**src/rtl/pipe_hazard_ctrl_if.sv**
```systemverilog
// Purpose : hazard-control bundle between the 5-stage datapath and pipe_hazard_ctrl.
// Latency : combinational signal bundle; it holds no state of its own.
// Backpr. : none; stall_* and flush_* are the pipeline's only hold mechanism.
// Ports   : master = datapath (drives hazard sources, receives controls);
//           slave  = controller (receives hazard sources, drives controls).
interface pipe_hazard_ctrl_if;
   // hazard sources
   logic [4:0] rs1_raddr_D;
   logic [4:0] rs2_raddr_D;
   logic [4:0] rd_waddr_EX;
   logic       rd_wen_EX;
   logic       mem_read_EX;
   logic       branch_M;
   logic       zero_M;
   logic       jal_M;
   logic       jalr_M;
   logic       dmem_req_M;
   logic       dmem_ready;
   // pipeline controls
   logic       pc_redirect;
   logic       stall_F;
   logic       stall_D;
   logic       stall_EX;
   logic       stall_M;
   logic       flush_D;
   logic       flush_EX;
   logic       flush_M;
   logic       flush_W;
   logic       busy;

   modport master (
      output rs1_raddr_D, rs2_raddr_D, rd_waddr_EX, rd_wen_EX, mem_read_EX,
             branch_M, zero_M, jal_M, jalr_M, dmem_req_M, dmem_ready,
      input  pc_redirect, stall_F, stall_D, stall_EX, stall_M,
             flush_D, flush_EX, flush_M, flush_W, busy
   );

   modport slave (
      input  rs1_raddr_D, rs2_raddr_D, rd_waddr_EX, rd_wen_EX, mem_read_EX,
             branch_M, zero_M, jal_M, jalr_M, dmem_req_M, dmem_ready,
      output pc_redirect, stall_F, stall_D, stall_EX, stall_M,
             flush_D, flush_EX, flush_M, flush_W, busy
   );
endinterface

```
**src/rtl/pipe_hazard_ctrl.sv**
```systemverilog
// Purpose : stall/flush sequencing for the IF/ID, ID/EX, EX/M and M/WB registers
//           (load-use bubbles, M-stage redirects, data-memory wait states).
// Latency : 0 cycles; controls are combinational from FSM state plus inputs.
// Backpr. : a data-memory wait holds F/D/EX/M and bubbles M/WB until dmem_ready.
// Ports   : clk, rst_n (synchronous, active-low); hz = pipe_hazard_ctrl_if.slave.
//           With PIPE_HAZARD_PERF_EN defined: ld_stall_cnt, mem_stall_cnt and
//           flush_cnt saturating perf counters (CNT_W bits each).
module pipe_hazard_ctrl #(
   parameter int unsigned LOAD_LAT = 1,   // load-use bubbles, 1..7
   parameter int unsigned CNT_W    = 16   // perf counter width
) (
   input  logic               clk,
   input  logic               rst_n,
   pipe_hazard_ctrl_if.slave  hz
`ifdef PIPE_HAZARD_PERF_EN
   ,
   output logic [CNT_W-1:0]   ld_stall_cnt,
   output logic [CNT_W-1:0]   mem_stall_cnt,
   output logic [CNT_W-1:0]   flush_cnt
`endif
);

   if (LOAD_LAT < 1 || LOAD_LAT > 7 || CNT_W < 1) begin : g_bad_param
      $error("pipe_hazard_ctrl: LOAD_LAT must be 1..7 and CNT_W >= 1");
   end

   // Bubbles still owed after the first one, loaded on hazard detection.
   localparam logic [2:0] BCNT_LOAD = 3'(LOAD_LAT - 1);

   typedef enum logic [1:0] {RUN, LDSTALL, MEMWAIT} state_t;

   state_t     state, state_nxt;
   logic [2:0] bcnt, bcnt_nxt;

   logic redirect, lu_hazard, mem_wait, in_ld;

   // Raw controls before the reset override and stall masking.
   logic pcr_raw;
   logic stall_f_raw, stall_d_raw, stall_ex_raw, stall_m_raw;
   logic flush_d_raw, flush_ex_raw, flush_m_raw, flush_w_raw;
   logic ld_bubble;

   assign redirect  = (hz.branch_M & hz.zero_M) | hz.jal_M | hz.jalr_M;
   assign lu_hazard = hz.mem_read_EX & hz.rd_wen_EX & (hz.rd_waddr_EX != 5'd0) &
                      ((hz.rd_waddr_EX == hz.rs1_raddr_D) |
                       (hz.rd_waddr_EX == hz.rs2_raddr_D));
   assign mem_wait  = hz.dmem_req_M & ~hz.dmem_ready;

   // A memory wait can interrupt a load stall; bcnt is frozen across the wait,
   // so on release MEMWAIT resumes the stall if bubbles are still owed.
   assign in_ld = (state == LDSTALL) || ((state == MEMWAIT) && (bcnt != 3'd0));

   always_ff @(posedge clk) begin
      if (!rst_n) begin
         state <= RUN;
         bcnt  <= 3'd0;
      end else begin
         state <= state_nxt;
         bcnt  <= bcnt_nxt;
      end
   end

   always_comb begin
      state_nxt    = RUN;
      bcnt_nxt     = bcnt;
      pcr_raw      = 1'b0;
      stall_f_raw  = 1'b0;
      stall_d_raw  = 1'b0;
      stall_ex_raw = 1'b0;
      stall_m_raw  = 1'b0;
      flush_d_raw  = 1'b0;
      flush_ex_raw = 1'b0;
      flush_m_raw  = 1'b0;
      flush_w_raw  = 1'b0;
      ld_bubble    = 1'b0;

      if (mem_wait) begin
         stall_f_raw  = 1'b1;
         stall_d_raw  = 1'b1;
         stall_ex_raw = 1'b1;
         stall_m_raw  = 1'b1;
         flush_w_raw  = 1'b1;
         state_nxt    = MEMWAIT;
      end else if (redirect) begin
         // Redirect kills everything younger than M, including a pending load stall.
         pcr_raw     = 1'b1;
         flush_d_raw = 1'b1;
         flush_ex_raw = 1'b1;
         flush_m_raw = 1'b1;
         bcnt_nxt    = 3'd0;
      end else if (in_ld) begin
         stall_f_raw  = 1'b1;
         stall_d_raw  = 1'b1;
         flush_ex_raw = 1'b1;
         ld_bubble    = 1'b1;
         bcnt_nxt     = bcnt - 3'd1;
         state_nxt    = (bcnt == 3'd1) ? RUN : LDSTALL;
      end else if (lu_hazard) begin
         stall_f_raw  = 1'b1;
         stall_d_raw  = 1'b1;
         flush_ex_raw = 1'b1;
         ld_bubble    = 1'b1;
         if (LOAD_LAT > 1) begin
            bcnt_nxt  = BCNT_LOAD;
            state_nxt = LDSTALL;
         end
      end
   end

   // Reset forces bubbles everywhere and releases all holds. Outside reset,
   // a held register never also takes a bubble.
   assign hz.pc_redirect = rst_n & pcr_raw;
   assign hz.stall_F     = rst_n & stall_f_raw;
   assign hz.stall_D     = rst_n & stall_d_raw;
   assign hz.stall_EX    = rst_n & stall_ex_raw;
   assign hz.stall_M     = rst_n & stall_m_raw;
   assign hz.flush_D     = ~rst_n | (flush_d_raw  & ~stall_d_raw);
   assign hz.flush_EX    = ~rst_n | (flush_ex_raw & ~stall_ex_raw);
   assign hz.flush_M     = ~rst_n | (flush_m_raw  & ~stall_m_raw);
   assign hz.flush_W     = ~rst_n | flush_w_raw;
   assign hz.busy        = rst_n & (state != RUN);

`ifdef PIPE_HAZARD_PERF_EN
   always_ff @(posedge clk) begin
      if (!rst_n) begin
         ld_stall_cnt  <= '0;
         mem_stall_cnt <= '0;
         flush_cnt     <= '0;
      end else begin
         if (ld_bubble && (ld_stall_cnt != '1))
            ld_stall_cnt <= ld_stall_cnt + 1'b1;
         if (mem_wait && (mem_stall_cnt != '1))
            mem_stall_cnt <= mem_stall_cnt + 1'b1;
         if (pcr_raw && (flush_cnt != '1))
            flush_cnt <= flush_cnt + 1'b1;
      end
   end
`endif

endmodule

```
**src/flat_wrapper.sv**
```systemverilog
// flat-port wrapper written by rule: the top's interface ports become plain ports
module pipe_hazard_ctrl_flat 
#(
   parameter int unsigned LOAD_LAT = 1,                            
   parameter int unsigned CNT_W    = 16                        
)
  (clk, rst_n, hz_rs1_raddr_D, hz_rs2_raddr_D, hz_rd_waddr_EX, hz_rd_wen_EX, hz_mem_read_EX, hz_branch_M, hz_zero_M, hz_jal_M, hz_jalr_M, hz_dmem_req_M, hz_dmem_ready, hz_pc_redirect, hz_stall_F, hz_stall_D, hz_stall_EX, hz_stall_M, hz_flush_D, hz_flush_EX, hz_flush_M, hz_flush_W, hz_busy);
  pipe_hazard_ctrl_if hz_i ();
  input  logic clk;
  input  logic rst_n;
  input wire logic [$bits(hz_i.rs1_raddr_D)-1:0] hz_rs1_raddr_D;
  input wire logic [$bits(hz_i.rs2_raddr_D)-1:0] hz_rs2_raddr_D;
  input wire logic [$bits(hz_i.rd_waddr_EX)-1:0] hz_rd_waddr_EX;
  input wire logic [$bits(hz_i.rd_wen_EX)-1:0] hz_rd_wen_EX;
  input wire logic [$bits(hz_i.mem_read_EX)-1:0] hz_mem_read_EX;
  input wire logic [$bits(hz_i.branch_M)-1:0] hz_branch_M;
  input wire logic [$bits(hz_i.zero_M)-1:0] hz_zero_M;
  input wire logic [$bits(hz_i.jal_M)-1:0] hz_jal_M;
  input wire logic [$bits(hz_i.jalr_M)-1:0] hz_jalr_M;
  input wire logic [$bits(hz_i.dmem_req_M)-1:0] hz_dmem_req_M;
  input wire logic [$bits(hz_i.dmem_ready)-1:0] hz_dmem_ready;
  output wire logic [$bits(hz_i.pc_redirect)-1:0] hz_pc_redirect;
  output wire logic [$bits(hz_i.stall_F)-1:0] hz_stall_F;
  output wire logic [$bits(hz_i.stall_D)-1:0] hz_stall_D;
  output wire logic [$bits(hz_i.stall_EX)-1:0] hz_stall_EX;
  output wire logic [$bits(hz_i.stall_M)-1:0] hz_stall_M;
  output wire logic [$bits(hz_i.flush_D)-1:0] hz_flush_D;
  output wire logic [$bits(hz_i.flush_EX)-1:0] hz_flush_EX;
  output wire logic [$bits(hz_i.flush_M)-1:0] hz_flush_M;
  output wire logic [$bits(hz_i.flush_W)-1:0] hz_flush_W;
  output wire logic [$bits(hz_i.busy)-1:0] hz_busy;
  assign hz_i.rs1_raddr_D = hz_rs1_raddr_D;
  assign hz_i.rs2_raddr_D = hz_rs2_raddr_D;
  assign hz_i.rd_waddr_EX = hz_rd_waddr_EX;
  assign hz_i.rd_wen_EX = hz_rd_wen_EX;
  assign hz_i.mem_read_EX = hz_mem_read_EX;
  assign hz_i.branch_M = hz_branch_M;
  assign hz_i.zero_M = hz_zero_M;
  assign hz_i.jal_M = hz_jal_M;
  assign hz_i.jalr_M = hz_jalr_M;
  assign hz_i.dmem_req_M = hz_dmem_req_M;
  assign hz_i.dmem_ready = hz_dmem_ready;
  assign hz_pc_redirect = hz_i.pc_redirect;
  assign hz_stall_F = hz_i.stall_F;
  assign hz_stall_D = hz_i.stall_D;
  assign hz_stall_EX = hz_i.stall_EX;
  assign hz_stall_M = hz_i.stall_M;
  assign hz_flush_D = hz_i.flush_D;
  assign hz_flush_EX = hz_i.flush_EX;
  assign hz_flush_M = hz_i.flush_M;
  assign hz_flush_W = hz_i.flush_W;
  assign hz_busy = hz_i.busy;
  pipe_hazard_ctrl #(.LOAD_LAT(LOAD_LAT), .CNT_W(CNT_W)) u_core (.clk(clk), .rst_n(rst_n), .hz(hz_i));
endmodule
```
**config.mk**
```make
export PLATFORM = sky130hd
export DESIGN_NAME = pipe_hazard_ctrl_flat
export DESIGN_NICKNAME = d
export VERILOG_FILES = /design/src/rtl/pipe_hazard_ctrl_if.sv /design/src/rtl/pipe_hazard_ctrl.sv /design/src/flat_wrapper.sv
export SDC_FILE = /design/constraint.sdc
export NUM_CORES = 1
export LEC_CHECK = 0
export ABC_AREA = 1
export ABC_CLOCK_PERIOD_IN_PS = 2100
export CAP_MARGIN = 20
export CORE_UTILIZATION = 37
export CTS_CLUSTER_DIAMETER = 30
export DETAILED_ROUTE_END_ITERATION = 16
export GPL_ROUTABILITY_DRIVEN = 0
export PLACE_DENSITY_LB_ADDON = 0.08
export SYNTH_ARGS = -nofsm -noshare
export SYNTH_HDL_FRONTEND = slang
export SYNTH_SLANG_ARGS = --single-unit
```
**constraint.sdc**
```tcl
create_clock -name clk -period 2.1 [get_ports clk]
set_clock_uncertainty 0.2 [all_clocks]
set_input_delay 0.42 -clock clk [delete_from_list [all_inputs] [get_ports clk]]
set_output_delay 0.42 -clock clk [all_outputs]
set_load 0.005 [all_outputs]
```
==> metrics.yaml <==
syn_inst: 107
final_cell_mix: "buf_4 (31), nand2_1 (26), dlygate4sd2_1 (19), inv_2 (12), inv_1 (12)"
drt-initial-drc-count: 22
yosysWarnings: 0
ys_ff_latch: 5
yosysTopAreaCell: "nand2_1"
synth.distinct_cells: 21
clk_path_buf_depth: 2
start_kind: "flip-flop"
required_ns: 1.48
drive_above_1_share_pct: 46.8
ant_nets: 0
first_pass_iters: 4
grt_max_degree: 6
max-vdd-ir-drop_v: 0.000452
worstSetupPathType: "flip-flop to primary output"
drc: 0
final_common_cell: "buf_4"
p_int_mw: 0.273
cts.reportedPaths.clkPinSlew_ns: 0.04
crit_end: "hz_flush_EX"
numCtsBuffers: 3
power_frac_comb_pct: 47.5
grtUsageTotal_pct: 25.3
report.final.hold_viol_count: 0
tightest_slew_ns: 0.209
r2r-start: "u_core.bcnt[1]$_SDFFE_PN0P_"
avgSynthCellArea_um2: 5.68
violations: "negative setup slack"
setup_viol: 3
nNetsFinal: 202
r2r_slack_ns: -0.01
die_area_mm2: 0.00181
port-buffer-count: 34
initial_core_util_pct: 39.9
die_w_um: 42.5
fin_cells: 189
swShare_pct: 32.5
p_leak_nw: 0.672
finalCoreUtilization_pct: 79.2
grt-ovfl-total: 0
place_area_mm2: 0.00108
ys_seq_area_share_pct: 16.5
diodes: 0
design.core.area_mm2: 0.00152
clock_power_share_pct: 27.8
dr_total_vias: 889
post-route-cell-area_mm2: 0.00121
clk_latency_ns: 0.25
max_freq_mhz: 467
synth_nets: 135
slew_violations: 0
grt_pass1_vias: 870
hold_class: "flip-flop to flip-flop"
die_y_um: 42.5
maxCapViolCount: 0
reg2reg_to: "u_core.bcnt[1]$_SDFFE_PN0P_"
row_count: 14
critPathMaxStageDelay_ns: 0.34
end_kind: "primary output"
crit_slowest_cell: "dfxtp_2"
period_share_pct: 102
cp_cell_sequence: "inv_2 -> ha_4 -> nand2_2 -> nand2_2 -> a21oi_4 -> nand2_4 -> nand2_4 -> nor2_4 -> o21ai_1 -> buf_2"
status: "complete, but fails checks"
path_max_fanout: 4
cp_top_family: "flip-flops"
synthesis.area_um2: 608
p_sw_mw: 0.131
cts_tree: "built"
wl_per_cell_um: 11.6
antenna_found_initial: 0
synth_top_area_share_pct: 19.8
place_hpwl_um: 1350
slew-limit-headroom_pct: 86.1
startpoint: "u_core.bcnt[1]$_SDFFE_PN0P_"
crit_arrival_ns: 1.52
seqPwrFrac_pct: 24.7
setup_ws_ns: -0.0430
timing.critical_path.buf_inv: 2
synthToLayoutAreaGrowth_pct: 98.6
synthTopCellsByArea: "nand2_1 (20%), dfxtp_1 (16%), inv_1 (10%), nor2_1 (8.0%), ha_1 (6.2%)"
htreeDepth: 1
vias_per_cell: 4.70
wl_um: 2190
cts-root-buf: "clkbuf_4"
cp.depth: 10
clock-sinks: 5
dp_cells: 172
ios: 35
rr_worst_depth: 15
dp_slack_ns: -0.700
rsz0062_at_grt: "true"
grt_pass1_wl_um: 3450
postCtsHoldBufs: 0
powerDensity_mw_per_mm2: 335
finalCriticalPeriod_ns: 2.14
-- cell usage after synthesis --
library cell  number
nand4_1            2
a21oi_4            1
o21ai_1            1
o21ai_2            1
clkinv_1           1
inv_2              7
nor3_1             1
ha_1               3
nor2_2             3
nand2_1           32
xnor2_1            2
nor2_1            13
a21oi_1            3
nand2_4            1
dfxtp_1            5
nand3_4            1
nand3_1            6
xor2_1             1
buf_4              3
inv_1             17
nand2_2            3
-- area by class of cell --
type                       count  area, um^2
sequential                     5         103
tap                           16        20.0
clock buffer                   4        26.3
fill                         119         317
timing repair buffer          65         504
inverter                      25        93.8
multi-input combinational     74         460
-- worst register-to-register path, delay by kind of cell, from the launching register on --
family	cells	cell delay, ns
buf+inv	7	0.84
compound gates	1	0.08
fa+ha+maj	1	0.13
flops	1	0.32
simple gates	6	0.42
-- per-layer routing --
layer / vias to the layer above / share of wire [%] / GRT usage [%]
met1: 391 / 37 / 26.6
met4: 0 / 3.6 / 10.0
li1: 447 / - / -
met2: 43 / 53 / 44.6
met5: - / 0 / 0
met3: 8 / 6.7 / 9.91
-- sequential cells by signal (all words and copies together) (netlist names) --
signal,flops
u_core.bcnt,3
u_core.state,2
-- worst min-delay path by stage --
stage                                startpoint                          end  slack [ns]  cells past startpoint
floorplan           u_core.bcnt[1]$_SDFFE_PN0P_  u_core.bcnt[1]$_SDFFE_PN0P_        0.22                      2
global placement    u_core.bcnt[1]$_SDFFE_PN0P_  u_core.bcnt[1]$_SDFFE_PN0P_        0.24                      2
detailed placement  u_core.bcnt[1]$_SDFFE_PN0P_  u_core.bcnt[1]$_SDFFE_PN0P_        0.25                      2
CTS                 u_core.bcnt[1]$_SDFFE_PN0P_  u_core.bcnt[1]$_SDFFE_PN0P_        0.26                      2
global route        u_core.bcnt[1]$_SDFFE_PN0P_  u_core.bcnt[1]$_SDFFE_PN0P_        0.30                      2
finish              u_core.bcnt[2]$_SDFFE_PN0P_   u_core.state[0]$_SDFF_PP0_        0.27                      2
-- stage by stage --
step           hold WS [ns]  TNS [ns]  total power, mW
2_1_floorplan         0.219         0            0.164
3_3_place_gp          0.239     -4.26            0.262
3_5_place_dp          0.251     -4.60            0.266
4_1_cts               0.256   -0.0306            0.392
5_1_grt               0.296    -0.285            0.432
6_report              0.266   -0.0487            0.404
-- kinds of logic after synthesis --
group | count (synthesis) | synth area share (%)
AO/OA/AOI/OAI | 6 | 7.41
XOR/XNOR | 3 | 4.32
adder cells (fa/ha/maj) | 3 | 6.17
buffers and inverters | 28 | 19.1
flip-flops | 5 | 16.5
AND/OR/NAND/NOR | 62 | 46.5
-- repair_timing --
item | CTS | global route
setup endpoints to repair | 10 | 6
gates resized for setup | 60 | 21
hold endpoints to repair | 0 | 0
buffers inserted | 10 | 3
pin swaps | 20 | 13
-- power by group through the flow --
stage                     sequential [mW]  clock, mW  combinational [mW]
after floorplan                     0.101          0              0.0633
after global placement              0.101          0               0.161
after detailed placement            0.101          0               0.165
after CTS                          0.0995      0.118               0.175
after global routing               0.0999      0.122               0.210
final                              0.0999      0.112               0.192
(Power assumes the default switching activity.)
